## src/rtl/biriq_cmp_unit.sv

```systemverilog
// Pipelined integer compare/select slice with branch resolution and a 2-stage elastic valid/ready pipeline.
// Optional branch statistics counters are enabled by defining BIRIQ_CMP_STATS_EN.
module biriq_cmp_unit #(
  parameter int unsigned XLEN                  = 32,
  parameter int unsigned TAG_W                 = 6,
  parameter int unsigned C_HAS_ZBB_EXTENSION   = 1,
  parameter int unsigned C_HAS_CZERO_EXTENSION = 1
) (
  input  logic             cpu_clock_i,
  input  logic             rst_ni,
  input  logic             flush_i,
  input  logic             valid_i,
  output logic             ready_o,
  input  logic [XLEN-1:0]  a_i,
  input  logic [XLEN-1:0]  b_i,
  input  logic [3:0]       op_i,
  input  logic             pred_taken_i,
  input  logic [TAG_W-1:0] tag_i,
  output logic             valid_o,
  input  logic             ready_i,
  output logic [XLEN-1:0]  c_o,
  output logic             taken_o,
  output logic             mispredict_o,
  output logic             is_branch_o,
  output logic [TAG_W-1:0] tag_o
`ifdef BIRIQ_CMP_STATS_EN
  ,
  output logic [31:0]      branch_cnt_o,
  output logic [31:0]      mispredict_cnt_o
`endif
);

  logic             s1_valid_q, s1_valid_d;
  logic [XLEN-1:0]  s1_a_q, s1_b_q;
  logic [3:0]       s1_op_q;
  logic             s1_pred_q;
  logic [TAG_W-1:0] s1_tag_q;

  logic             s2_valid_q, s2_valid_d;
  logic [XLEN-1:0]  s2_c_q, s2_c_d;
  logic             s2_taken_q, s2_taken_d;
  logic             s2_mis_q, s2_mis_d;
  logic             s2_br_q;
  logic [TAG_W-1:0] s2_tag_q;

  logic s1_load, s2_load, accept;
  logic eq, ltu, lts, bz;
  logic [XLEN-1:0] alu_c;

  // A stage loads when empty or when its occupant leaves on the same edge.
  always_comb begin
    s2_load    = !s2_valid_q || ready_i;
    s1_load    = !s1_valid_q || s2_load;
    ready_o    = s1_load;
    accept     = valid_i && s1_load && !flush_i;
    s1_valid_d = s1_load ? accept : s1_valid_q;
    s2_valid_d = s2_load ? s1_valid_q : s2_valid_q;
    if (flush_i) begin
      s1_valid_d = 1'b0;
      s2_valid_d = 1'b0;
    end
  end

  // Signed less-than derived from the unsigned compare plus the sign bits.
  always_comb begin
    eq  = (s1_a_q == s1_b_q);
    ltu = (s1_a_q < s1_b_q);
    lts = (s1_a_q[XLEN-1] != s1_b_q[XLEN-1]) ? s1_a_q[XLEN-1] : ltu;
    bz  = (s1_b_q == '0);
  end

  always_comb begin
    alu_c      = '0;
    s2_taken_d = 1'b0;
    if (s1_op_q[3]) begin
      case (s1_op_q[2:0])
        3'b000:  s2_taken_d = eq;
        3'b001:  s2_taken_d = !eq;
        3'b100:  s2_taken_d = lts;
        3'b101:  s2_taken_d = !lts;
        3'b110:  s2_taken_d = ltu;
        3'b111:  s2_taken_d = !ltu;
        default: s2_taken_d = 1'b0;
      endcase
    end else begin
      case (s1_op_q[2:0])
        3'b000:  alu_c = (C_HAS_ZBB_EXTENSION != 0) ? (ltu ? s1_b_q : s1_a_q) : '0;
        3'b001:  alu_c = (C_HAS_ZBB_EXTENSION != 0) ? ((ltu || eq) ? s1_a_q : s1_b_q) : '0;
        3'b010:  alu_c = XLEN'(lts);
        3'b011:  alu_c = XLEN'(ltu);
        3'b100:  alu_c = (C_HAS_ZBB_EXTENSION != 0) ? (lts ? s1_b_q : s1_a_q) : '0;
        3'b101:  alu_c = (C_HAS_ZBB_EXTENSION != 0) ? ((lts || eq) ? s1_a_q : s1_b_q) : '0;
        3'b110:  alu_c = (C_HAS_CZERO_EXTENSION != 0) ? (bz ? '0 : s1_a_q) : '0;
        default: alu_c = (C_HAS_CZERO_EXTENSION != 0) ? (bz ? s1_a_q : '0) : '0;
      endcase
    end
    s2_c_d   = s1_op_q[3] ? XLEN'(s2_taken_d) : alu_c;
    s2_mis_d = s1_op_q[3] && (s2_taken_d ^ s1_pred_q);
  end

  always_ff @(posedge cpu_clock_i or negedge rst_ni) begin
    if (!rst_ni) begin
      s1_valid_q <= 1'b0;
      s1_a_q     <= '0;
      s1_b_q     <= '0;
      s1_op_q    <= '0;
      s1_pred_q  <= 1'b0;
      s1_tag_q   <= '0;
      s2_valid_q <= 1'b0;
      s2_c_q     <= '0;
      s2_taken_q <= 1'b0;
      s2_mis_q   <= 1'b0;
      s2_br_q    <= 1'b0;
      s2_tag_q   <= '0;
    end else begin
      s1_valid_q <= s1_valid_d;
      s2_valid_q <= s2_valid_d;
      if (accept) begin
        s1_a_q    <= a_i;
        s1_b_q    <= b_i;
        s1_op_q   <= op_i;
        s1_pred_q <= pred_taken_i;
        s1_tag_q  <= tag_i;
      end
      if (s2_load && s1_valid_q) begin
        s2_c_q     <= s2_c_d;
        s2_taken_q <= s2_taken_d;
        s2_mis_q   <= s2_mis_d;
        s2_br_q    <= s1_op_q[3];
        s2_tag_q   <= s1_tag_q;
      end
    end
  end

  assign valid_o      = s2_valid_q;
  assign c_o          = s2_c_q;
  assign taken_o      = s2_taken_q;
  assign mispredict_o = s2_mis_q;
  assign is_branch_o  = s2_br_q;
  assign tag_o        = s2_tag_q;

`ifdef BIRIQ_CMP_STATS_EN
  logic [31:0] br_cnt_q, mis_cnt_q;
  logic        consume_br;

  assign consume_br = s2_valid_q && ready_i && s2_br_q;

  always_ff @(posedge cpu_clock_i or negedge rst_ni) begin
    if (!rst_ni) begin
      br_cnt_q  <= '0;
      mis_cnt_q <= '0;
    end else begin
      if (consume_br && (br_cnt_q != '1)) br_cnt_q <= br_cnt_q + 32'd1;
      if (consume_br && s2_mis_q && (mis_cnt_q != '1)) mis_cnt_q <= mis_cnt_q + 32'd1;
    end
  end

  assign branch_cnt_o     = br_cnt_q;
  assign mispredict_cnt_o = mis_cnt_q;
`endif

endmodule

```

## config.mk

```make
export PLATFORM = sky130hd
export DESIGN_NAME = biriq_cmp_unit
export DESIGN_NICKNAME = d
export VERILOG_FILES = /design/src/rtl/biriq_cmp_unit.sv
export SDC_FILE = /design/constraint.sdc
export NUM_CORES = 1
export LEC_CHECK = 0
export BUFFER_PORTS_ARGS = -buffer_cell sky130_fd_sc_hd__buf_2
export CAP_MARGIN = 0
export CORE_MARGIN = 4
export CORE_UTILIZATION = 61
export CTS_BUF_LIST = sky130_fd_sc_hd__clkbuf_8
export CTS_CLUSTER_SIZE = 24
export DETAILED_ROUTE_END_ITERATION = 8
export HOLD_SLACK_MARGIN = 0.1
export PLACE_DENSITY = 0.83
export SLEW_MARGIN = 10
export SYNTH_ARGS = -nofsm -noshare
export SYNTH_HDL_FRONTEND = slang
export SYNTH_SLANG_ARGS = --single-unit
```

## constraint.sdc

```tcl
create_clock -name cpu_clock_i -period 6.8 [get_ports cpu_clock_i]
set_input_delay 0 -clock cpu_clock_i [delete_from_list [all_inputs] [get_ports cpu_clock_i]]
set_output_delay 0 -clock cpu_clock_i [all_outputs]
set_load 0.02 [all_outputs]
```

## After elaboration in Yosys (flattened, before gate mapping)

Cells that the tools add are included.

- Order comparisons: 1
- Multiplexer cells: 15
- Reductions and logical operators: 18
- Eq/ne operators: 9
- Bitwise logic cells: 1

Operator list:

| cell | number |
|---|---|
| two-way mux 32 bit | 7 |
| case mux 32 bit (7 select lines) | 1 |
| equality test 32 bit | 1 |
| zero test 32 bit | 1 |
| less-than comparator 32 bit | 1 |
| equality test 3 bit, second input constant | 4 |
| equality test 3 x 2 -> 1 bit, second input constant | 2 |
| zero test 1 bit | 6 |
| two-way mux 1 bit | 6 |
| case mux 1 bit (6 select lines) | 1 |
| logical AND 1 bit | 4 |
| logical OR 1 bit | 4 |
| nonzero test 2 bit | 2 |
| equality test 3 x 1 -> 1 bit, second input constant | 1 |
| zero test 3 bit | 1 |
| inequality test 1 bit | 1 |
| XOR 1 bit | 1 |

- Input port bits: 80
- Word-level logic and storage cells: 56
- Bits in registers: 118
- Output and inout bits: 43

## Depth between registers and ports, before layout

Gate-level depths: netlist (run 1).

- Depth in word-level cells: 7
- Gate-level depth with buffers: 12
- Depth with buffers taken out: 10

## Worst setup path before layout (run 1)

Ideal clock, no wire load.

- Kind: flip-flop to flip-flop
- From: reg s1_a_q[31]
- To: reg s2_c_q[10] (netlist: c_o[10])
- Clock period less this slack: 2854 ps
- Library setup time: 126 ps
- Path buffers: 2
- Required time: 6674 ps
- Stages on the path, launching flop included: 11
- Arrival: 2728 ps
- Slack: 3946 ps
- Cell sequence: dfrtp_1 -> ha_1 -> buf_6 -> nand4_4 -> or4_4 -> a31oi_4 -> o211ai_4 -> a31oi_4 -> a31oi_4 -> buf_6 -> a221o_1

- Longest elaborated chain between the ends: 6
- Elaborated cells on any way between the ends: 12
- Those cells by class: 1 x order compare; 2 x eq/ne; 7 x mux; 2 x reduce/logical

RTL lines:

| element | line | text |
|---|---|---|
| from (decl) | 34 | `logic [XLEN-1:0] s1_a_q, s1_b_q;` |
| from (signal assigned) | 119 | `s1_a_q <= a_i;` |
| less-than comparator 32 bit / inequality test 1 bit (equally long branches) | 67, 68 |  |
| two-way mux 1 bit | 68 | `lts = (s1_a_q[XLEN-1] != s1_b_q[XLEN-1]) ? s1_a_q[XLEN-1] : ltu;` |
| logical OR 1 bit | 92 | `3'b101: alu_c = (C_HAS_ZBB_EXTENSION != 0) ? ((lts \|\| eq) ? s1_a_q : s1_b_q) : '0;` |
| two-way mux 32 bit | 92 |  |
| case mux 32 bit (7 select lines) (*) | 86 | `case (s1_op_q[2:0])` |
| two-way mux 32 bit (*) | 97 | `s2_c_d = s1_op_q[3] ? XLEN'(s2_taken_d) : alu_c;` |
| to (signal assigned) | 110 | `s2_c_q <= '0;` |
| to (signal assigned) | 126 | `s2_c_q <= s2_c_d;` |
| to (decl) | 40 | `logic [XLEN-1:0] s2_c_q, s2_c_d;` |

Every way passes the cells marked *; elsewhere a longest branch is shown, timed or not.
A chain may end at the register's enable or synchronous reset.

## Final worst setup path (run 1)

- From: reg s1_a_q[31]
- To: reg s2_c_q[4] (netlist: c_o[4])

Same word-level chain as after synthesis.

==> metrics, run 1 <==
status complete, no violations; DRT Pass-1 Iters 5; r2r worst-path depth 9; WHS 0.120 ns; CTS H-tree depth 4; Site Rows 36; final WL 17700 um; postcts setup bufs 0; die width 108 um; YS warnings 0; Initial Util 0.624; asr flop ratio synth 1.00; skew final 0.00948 ns; pin count of the biggest net entering global routing 76; clk buf depth 2; Antenna diodes 0; flop2flop setup slack ~3.2 ns; root buf cell clkbuf_8; GPL Wtd Cong 0.928; Sink Count 118; M1 WL 7130 um; placed cell count 761; Multi-input gate area 2890 um^2; metal2 WL 9160 um; total of max-cap violations 0; Tightest Pin Transition 0.996 ns; Setup crit start s1_a_q[31]$_DFFE_PN0P_; sequential-to-total area share from yosys stat 0.484; met3 WL 1090 um; worst-skew pair later-pin latency 0.45 ns; final setup fails 0; Area contributors post-synth dfrtp_1 48%, mux2_2 14%, ha_1 6.8%; DRC 0; Post-synth EDFFs 0; num ports about 120; drt wl/cell 20.3 um; power per cell area 301 nW/um^2; CP Class reg -> reg; Distinct cells, synth 58; Final period util 0.534; vias in the first global route between 5000 and 6000; Total Nets Final 840; Vias between 5000 and 6000; Sw Ratio 0.341; Worst Setup End Kind flop; Logic pwr share 0.304; total CTS buffers 17; IO buf count 122; # fillers 528; RR Startpoint s1_a_q[31]$_DFFE_PN0P_; Area growth syn-to-layout 31.6%; final slew viol count 0; core area between 9000 and 10000 um^2; Util after Layout 0.821; Net Switching 0.822 mW; final cell count without fillers 873; final antenna-violating net count 0; unrepaired setup endpoints after global routing false; sequential cell area 2950 um^2; max frequency 0.275 GHz; Power Internal 1.59 mW; global route overflow 0; CTS tree done; synthesized cell area 6100 um^2; Worst EP arrival 4.02 ns; highest metal used met4; Final Critical Period around 3.6 ns; cell taking the most area after synthesis dfrtp_1; Hold WC Path Type in -> async; initial antenna violation count 0; crit path max fanout 30; share of layout cells above drive strength 1 0.330; synthesized area per cell 11.6 um^2; clk slew on worst S/H paths around 0.070 ns; reg-to-reg endpoint c_o[4]$_DFFE_PN0P_; Synth Flop Type dfrtp_1; crit path to c_o[4]$_DFFE_PN0P_; first-pass GRT wire length about 28000 um; Peak VDD IR 0.229 mV; Worst Path Required 7.18 ns; die area 11700 um^2; top-area cell type share of the netlist area 0.484; vias per cell just under 6; dpl hpwl 10700 um; sequential share of power 0.404; Syn Nets 638; Pleak 3.87 nW; clock power share 0.291; Setup crit start kind flop; DR iter-0 viols 272; final hold violation count 0; Syn Inst Count 525; die extent in y 108 um; Tot GR Track Use 0.320; post-route setup TNS 0 ns; Seq cells post-synth 118; Slew headroom 0.336
cell type report:
| cell class | instances | share of cell area |
|---|---|---|
| tap | 133 | 0.0207 |
| clock buffer | 20 | 0.0343 |
| multi-input combinational | 347 | 0.360 |
| sequential | 118 | 0.368 |
| inverter | 37 | 0.0173 |
| clock inverter | 12 | 0.0198 |
| timing repair buffer | 206 | 0.180 |
flip-flops by register name, indices dropped and copies added, names as in the netlist, 4 cells and up:
signal and flops:
s1_b_q 32, tag_o 6, c_o 32, s1_a_q 32
s1_op_q 4, s1_tag_q 6
synth_stat cells, types with 2 or more instances:
cell,number
nand2b_1,2
nor4_1,9
clkbuf_1,15
a221o_1,31
nor3b_1,2
or2_2,2
o211ai_1,3
o2bb2ai_1,2
and2_1,31
nand4_1,7
mux2i_1,2
nor3_1,3
nand3_1,7
a32oi_1,2
a221oi_1,2
buf_2,3
nand2_1,42
nor4_4,2
xnor2_1,2
nor2_1,15
nor2b_1,4
o21a_1,2
o31ai_1,2
a21oi_1,19
dfrtp_1,118
o21ai_0,10
o21ai_1,2
ha_1,33
a31oi_4,3
mux2_2,75
a211o_1,2
buf_6,4
inv_1,37
a311oi_1,2
a31oi_1,5
placed cells by master (no fill, tap or decap), types with 3 or more instances in the layout:
master,synthesis,routed
a21oi_1,19,18
a221o_1,31,31
a31oi_1,5,5
a31oi_4,3,3
and2_1,31,31
buf_2,3,121
buf_4,0,5
bufinv_16,0,4
clkbuf_8,0,20
clkinv_2,0,4
dfrtp_1,118,118
dlygate4sd3_1,0,80
ha_1,33,33
inv_1,37,40
mux2_2,75,75
nand2_1,42,42
nand3_1,7,7
nand4_1,7,7
nor2_1,15,15
nor2b_1,4,4
nor3_1,3,3
nor4_1,9,9
o211ai_1,3,3
o21ai_0,10,10
power by group through the flow:
stage	clock network [mW]	logic (mW)	registers, mW
floorplan	0	0.393	1.02
global placement	0	0.658	0.969
detailed placement	0	0.676	0.973
CTS	0.704	0.715	0.965
global route	0.742	0.795	0.987
finish	0.703	0.735	0.975
what timing repair did:
item                                   CTS  global route
endpoints found under the hold margin  128             0
hold buffers                            80             0
gates resized for setup                  0             0
critical path, stage by stage, from the launching register on:
cell,delay [ns]
dfrtp_1,0.49
ha_1,0.49
nand4_4,0.20
nor2_1,0.07
a211o_1,0.31
or2_2,0.38
o311ai_1,0.28
o211ai_1,0.18
a31oi_4,0.83
a221o_1,0.31
routing by layer:
layer,vias up,GRT usage
li1,2331,-
met1,2590,0.385
met2,227,0.565
met3,32,0.0752
met4,0,0.107
met5,-,0
cell families (layout without fill, tap and decap cells):
| family | count (synthesis) | count (layout) | synth area share |
|---|---|---|---|
| XOR/XNOR | 2 | 2 | 0.00287 |
| AND/OR/NAND/NOR | 133 | 133 | 0.121 |
| flip-flops | 118 | 118 | 0.484 |
| AO/OA/AOI/OAI | 102 | 102 | 0.140 |
| buffers and inverters | 60 | 275 | 0.0425 |
| adder cells (fa/ha/maj) | 33 | 33 | 0.0677 |
| multiplexers | 77 | 77 | 0.142 |
how the worst min path moves through the flow:
stage / startpoint / end / cells after the start
after global placement: rst_ni / s1_b_q[29]$_DFFE_PN0P_ / 1
after global routing: rst_ni / s1_b_q[26]$_DFFE_PN0P_ / 2
after detailed placement: rst_ni / s1_a_q[27]$_DFFE_PN0P_ / 1
after floorplan: rst_ni / c_o[0]$_DFFE_PN0P_ / 0
after CTS: rst_ni / s1_b_q[29]$_DFFE_PN0P_ / 2
final: rst_ni / s1_b_q[26]$_DFFE_PN0P_ / 2
per-stage QoR:
| step | cell area, um^2 | power (mW) | setup slack [ns] |
|---|---|---|---|
| floorplan | 6100 | 1.41 | 3.95 |
| global placement | 6790 | 1.63 | 3.26 |
| detailed placement | 6790 | 1.65 | 3.15 |
| CTS | 8030 | 2.38 | 3.14 |
| global route | 8030 | 2.52 | 2.99 |
| finish | 8030 | 2.41 | 3.17 |
Power figures use the tool's default switching activity.
==> inputs of run 2 (changes only) <==
- CORE_UTILIZATION: 61 -> 57
- PLACE_DENSITY: 0.83 -> 0.78
- clock period: 6.8 -> 3.4 ns (I/O delays scaled with it)
==> run 2 against run 1 <==
Effect of this change: global-route usage down 2.7 points; sequential power up 98%; critical path type unchanged; critical path depth up 1; critical endpoint is now c_o[30]$_DFFE_PN0P_; first-iteration DRC count up 36%; setup slack worse by 2.9 ns; die area up 6.5%; largest cell class unchanged; wire length down 0.45%; non-clock buffer count up 5; via count down 1.5%.
==> metrics, run 2 (synthesis results as in run 1) <==
Util after Layout 0.781 (-0.0405); total of max-cap violations 0 (unchanged); Antenna diodes 0 (unchanged); Hold WC Path Type in -> async; post-route setup TNS 0 ns (unchanged); Finished Cell Area 8100 um^2 (+0.86%); Worst Setup End Kind flop; Tightest Pin Transition 1.01 ns (+0.0127 ns); RR Startpoint s1_b_q[31]$_DFFE_PN0P_; die extent in y 111 um (+3.2%); area post-placement 6880 um^2 (+1.3%); clk slew on worst S/H paths 0.07 ns (about the same); global route overflow 0 (unchanged); clk buf depth 2 (unchanged); share of layout cells above drive strength 1 0.341 (+0.0112); Pleak 3.88 nW (+0.40%); status complete, no violations; pin count of the biggest net entering global routing 76 (unchanged); initial antenna violation count 0 (unchanged); Worst Path Required 3.72 ns (-3.46 ns); max frequency 0.316 GHz (+15%); final worst slack 0.231 ns (-2.94 ns); Total Nets Final 845 (+0.60%); Sink Count 118 (unchanged); die width 111 um (+3.2%); CP Class reg -> reg; Slew headroom 0.327 (-0.00845); num ports 123 (unchanged); Setup crit start s1_b_q[31]$_DFFE_PN0P_; Vias 5103 (-1.5%); IO buf count 122 (unchanged); core area 10400 um^2 (+6.1%); root buf cell clkbuf_8; unrepaired setup endpoints after global routing false; DR iter-0 viols 369 (+36%); GPL Wtd Cong 0.933 (+0.58%); commonest cells after routing, fill and taps aside 121 x buf_2, 118 x dfrtp_1, 79 x dlygate4sd3_1; r2r worst-path depth 10 (+1); dpl hpwl 10800 um (+1.2%); Initial Util 0.588 (-0.0358); pre-CTS setup slack 0.222 ns (-2.92 ns); power per cell area 593 nW/um^2 (+97%); die area 12400 um^2 (+6.5%); Setup crit start kind flop; Final period util 0.932 (+0.398); final hold violation count 0 (unchanged); placed cell count 770 (+1.2%); final total power 4.80 mW (+99%); final setup fails 0 (unchanged); total CTS buffers 17 (unchanged); final WL 17600 um (-0.45%); flop2flop setup slack 0.23 ns (-2.94 ns); first-pass GRT wire length 28500 um (+0.88%); vias in the first global route 5341 (-3.4%); WHS 0.136 ns (+0.0159 ns); Peak VDD IR 0.483 mV (+110%); final cell count without fillers 881 (+0.92%); worst-skew pair later-pin latency 0.45 ns (about the same); DRC 0 (unchanged); final antenna-violating net count 0 (unchanged); final slew viol count 0 (unchanged); crit path max fanout 30 (unchanged); Worst EP arrival 3.49 ns (-0.53 ns); Final Critical Period 3.17 ns (-0.462 ns); Tot GR Track Use 0.293 (-0.0267); skew final 0.0116 ns (+0.00208 ns); CTS H-tree depth 4 (unchanged); vias per cell 5.79 (-2.4%); DRT Pass-1 Iters 5 (unchanged); CTS tree done; Site Rows 37 (+2.8%); Area growth syn-to-layout 32.7%; reg-to-reg endpoint c_o[30]$_DFFE_PN0P_; commonest non-fill, non-tap cell in the layout buf_2; postcts setup bufs 0 (unchanged); drt wl/cell 20.0 um (-1.4%)
run 2: timing repair:
item,4_1_cts,5_1_grt
hold buffers,79,0
endpoints found under the hold margin,131,0
resized for setup,0,1
setup endpoints to repair,0,31
run 2: how the worst max path moves through the flow:
stage,to,slack (ns),depth (start not counted)
6_report,c_o[30]$_DFFE_PN0P_,0.23,10
5_1_grt,c_o[30]$_DFFE_PN0P_,0.05,11
4_1_cts,c_o[30]$_DFFE_PN0P_,0.21,11
3_5_place_dp,c_o[5]$_DFFE_PN0P_,0.22,11
3_3_place_gp,c_o[23]$_DFFE_PN0P_,0.26,11
2_1_floorplan,c_o[12]$_DFFE_PN0P_,0.55,10
run 2: final cells by class:
cell class	instances	area, um^2
Clock buffer	17	234
Clock inverter	15	186
Fill cell	640	2270
Inverter	37	139
Multi-Input combinational cell	347	2900
Sequential cell	118	2950
Tap cell	136	170
Timing Repair Buffer	211	1520
run 2: report_power, final:
part           internal [mW]  total, mW  switching [mW]
Clock                  0.788       1.38           0.588
Combinational          0.676       1.49           0.813
Sequential              1.68       1.93           0.253
Total                   3.15       4.80            1.65
run 2: metal layers:
metal | up-vias | share of wire | track usage
li1 | 2341 | - | -
met1 | 2491 | 0.40 | 0.362
met2 | 240 | 0.50 | 0.491
met3 | 31 | 0.073 | 0.0913
met4 | 0 | 0.020 | 0.0989
met5 | - | 0 | 0
run 2: worst max-delay path: stages, from the launching register on:
cell and delay (ns):
dfrtp_1 0.45, inv_1 0.07, ha_1 0.39, nand4_4 0.17
or4_4 0.60, a31oi_4 0.32, o311ai_1 0.16, o211ai_1 0.19
a31oi_4 0.14, buf_12 0.19, a221o_1 0.36
==> inputs of run 3 (changes only) <==
- BUFFER_PORTS_ARGS: -buffer_cell sky130_fd_sc_hd__buf_2 -> -buffer_cell sky130_fd_sc_hd__clkbuf_2
- CORE_UTILIZATION: 57 -> 61
- PLACE_DENSITY: 0.78 -> 0.83
- clock period: 3.4 -> 3.8 ns (I/O delays scaled with it)
==> run 3 against run 2 <==
Effect of this change: sequential power is 9.8% lower; worst hold slack improved by 0.11 ns; die area decreased by 6.1%; clock power is 15% lower; critical endpoint is now c_o[17]$_DFFE_PN0P_.
==> metrics, run 3 (synthesis results as in run 1) <==
status complete, no violations; vias in the first global route 5344 (+0.056%); first-pass GRT wire length 27200 um (-4.6%); Setup crit start kind flop; commonest cells after routing, fill and taps aside 121 x clkbuf_2, 118 x dfrtp_1, 80 x dlygate4sd3_1; total of max-cap violations 0 (unchanged); Tot GR Track Use 0.304 (+0.0114); crit path max fanout 30 (unchanged); dpl hpwl 10600 um (-2.5%); final WL 17000 um (-3.8%); GPL Wtd Cong 0.994 (+6.5%); CTS tree done; Total Nets Final 843 (-0.24%); r2r worst-path depth 9 (-1); Slew headroom 0.332 (+0.00454); flop2flop setup slack 0.20 ns (-0.04 ns); Antenna diodes 0 (unchanged); DR iter-0 viols 423 (+15%); Worst Path Required 4.17 ns (+0.45 ns); skew final 0.0106 ns (-0.000922 ns); CP Class reg -> reg; Initial Util 0.624 (+0.0358); Peak VDD IR 0.368 mV (-24%); final slew viol count 0 (unchanged); Logic pwr share 0.309 (about the same); max frequency 0.277 GHz (-12%); die area 11700 um^2 (-6.1%); Vias 5125 (+0.43%); Tightest Pin Transition 1.00 ns (-0.00681 ns); total CTS buffers 17 (unchanged); clock power share 0.278 (-0.009); Multi-input gate area 2900 um^2 (about the same); IO buf count 122 (unchanged); DRT Pass-1 Iters 6 (+1); root buf cell clkbuf_8; Net Switching 1.45 mW (-12%); power per cell area 525 nW/um^2 (-11%); clk buf depth 2 (unchanged); DRC 0 (unchanged); Power Internal 2.76 mW (-12%); Finished Cell Area 8030 um^2 (-0.88%); Worst EP arrival 3.98 ns (+0.49 ns); area post-placement 6820 um^2 (-0.93%); worst-skew pair later-pin latency 0.44 ns (about the same); num ports 123 (unchanged); final setup fails 0 (unchanged); Area growth syn-to-layout 31.6%; reg-to-reg endpoint c_o[17]$_DFFE_PN0P_; Worst Setup End Kind flop; Final period util 0.949 (+0.0164); Site Rows 36 (-2.7%); post-route setup TNS 0 ns (unchanged); Pleak 3.86 nW (-0.49%); Final Critical Period 3.60 ns (+0.435 ns); Sw Ratio 0.345 (about the same); core area 9770 um^2 (-5.7%); pin count of the biggest net entering global routing 76 (unchanged); Hold WC Path Type in -> async; Setup crit start s1_a_q[31]$_DFFE_PN0P_; final antenna-violating net count 0 (unchanged); CTS H-tree depth 4 (unchanged); commonest non-fill, non-tap cell in the layout clkbuf_2; final hold violation count 0 (unchanged); # fillers 560 (-13%); global route overflow 0 (unchanged); unrepaired setup endpoints after global routing false; RR Startpoint s1_a_q[31]$_DFFE_PN0P_; drt wl/cell 19.4 um (-3.3%); clk slew on worst S/H paths 0.07 ns (about the same); share of layout cells above drive strength 1 0.331 (-0.00985); sequential share of power 0.414 (+0.011); vias per cell 5.85 (+1.0%); die width 108 um (-3.1%); crit path to c_o[17]$_DFFE_PN0P_; initial antenna violation count 0 (unchanged); die extent in y 108 um (-3.1%); Sink Count 118 (unchanged); sequential cell area 2950 um^2 (unchanged)
-- run 3: cell types whose count changed in the layout (fill, tap and decap cells not counted), sizes merged --
cell         delta
buf           -124
clkbuf        +123
clkinv          -4
inv             +4
bufinv          -1
clkinvlp        -1
dlygate4sd3     +1
-- run 3: worst min path at each step --
stage | from | to | slack (ns)
finish | rst_ni | c_o[27]$_DFFE_PN0P_ | 0.24
global route | flush_i | valid_o$_DFFE_PN0P_ | 0.30
CTS | rst_ni | c_o[27]$_DFFE_PN0P_ | 0.27
detailed placement | rst_ni | s1_b_q[28]$_DFFE_PN0P_ | -0.21
global placement | rst_ni | s1_b_q[29]$_DFFE_PN0P_ | -0.21
floorplan | rst_ni | c_o[0]$_DFFE_PN0P_ | -0.30
-- run 3: layout make-up --
type / instances / area share
clock inverter: 13 / 0.0175
sequential: 118 / 0.368
tap: 133 / 0.0207
timing repair buffer: 209 / 0.183
multi-input combinational: 347 / 0.361
inverter: 37 / 0.0173
clock buffer: 19 / 0.0326
-- run 3: power by group through the flow --
stage,Clock [mW],Combinational [mW],Sequential [mW]
finish,1.17,1.30,1.74
global route,1.24,1.41,1.77
CTS,1.18,1.28,1.73
detailed placement,0,1.21,1.74
global placement,0,1.18,1.74
floorplan,0,0.703,1.83
-- run 3: worst max-delay path, stage by stage (launching register included) --
cell	delay, ns
dfrtp_1	0.49
ha_1	0.50
nand4_4	0.20
nor2_1	0.06
a211o_1	0.31
or2_2	0.37
o311ai_1	0.26
o211ai_1	0.18
a31oi_4	0.83
a221o_1	0.31
-- run 3: per-stage QoR --
step                      power [mW]   util  instances  hold WS, ns  setup slack, ns
after detailed placement        2.95  0.697        764       -0.207            0.254
after CTS                       4.18  0.820        876        0.270            0.225
after global placement          2.92  0.697        764       -0.205            0.273
after floorplan                 2.53      -        525       -0.296            0.946
final                           4.21  0.821        876        0.243            0.195
after global routing            4.42  0.821        876        0.299          0.00277
-- run 3: routing by layer --
metal  routed length, um  GRT usage  share of wire  vias up
met5                   0          0              0        -
met4                 473      0.124          0.028        0
met3                1060     0.0609          0.062       52
met2                8480      0.520           0.50      233
met1                6950      0.381           0.41     2505
li1                    -          -              -     2335
-- run 3: repair_timing --
item | in CTS | in global routing
endpoints found under the setup margin | 0 | 14
hold endpoints to repair | 195 | 0
resized for setup | 0 | 1
buffers inserted | 0 | 0
hold buffers | 80 | 0
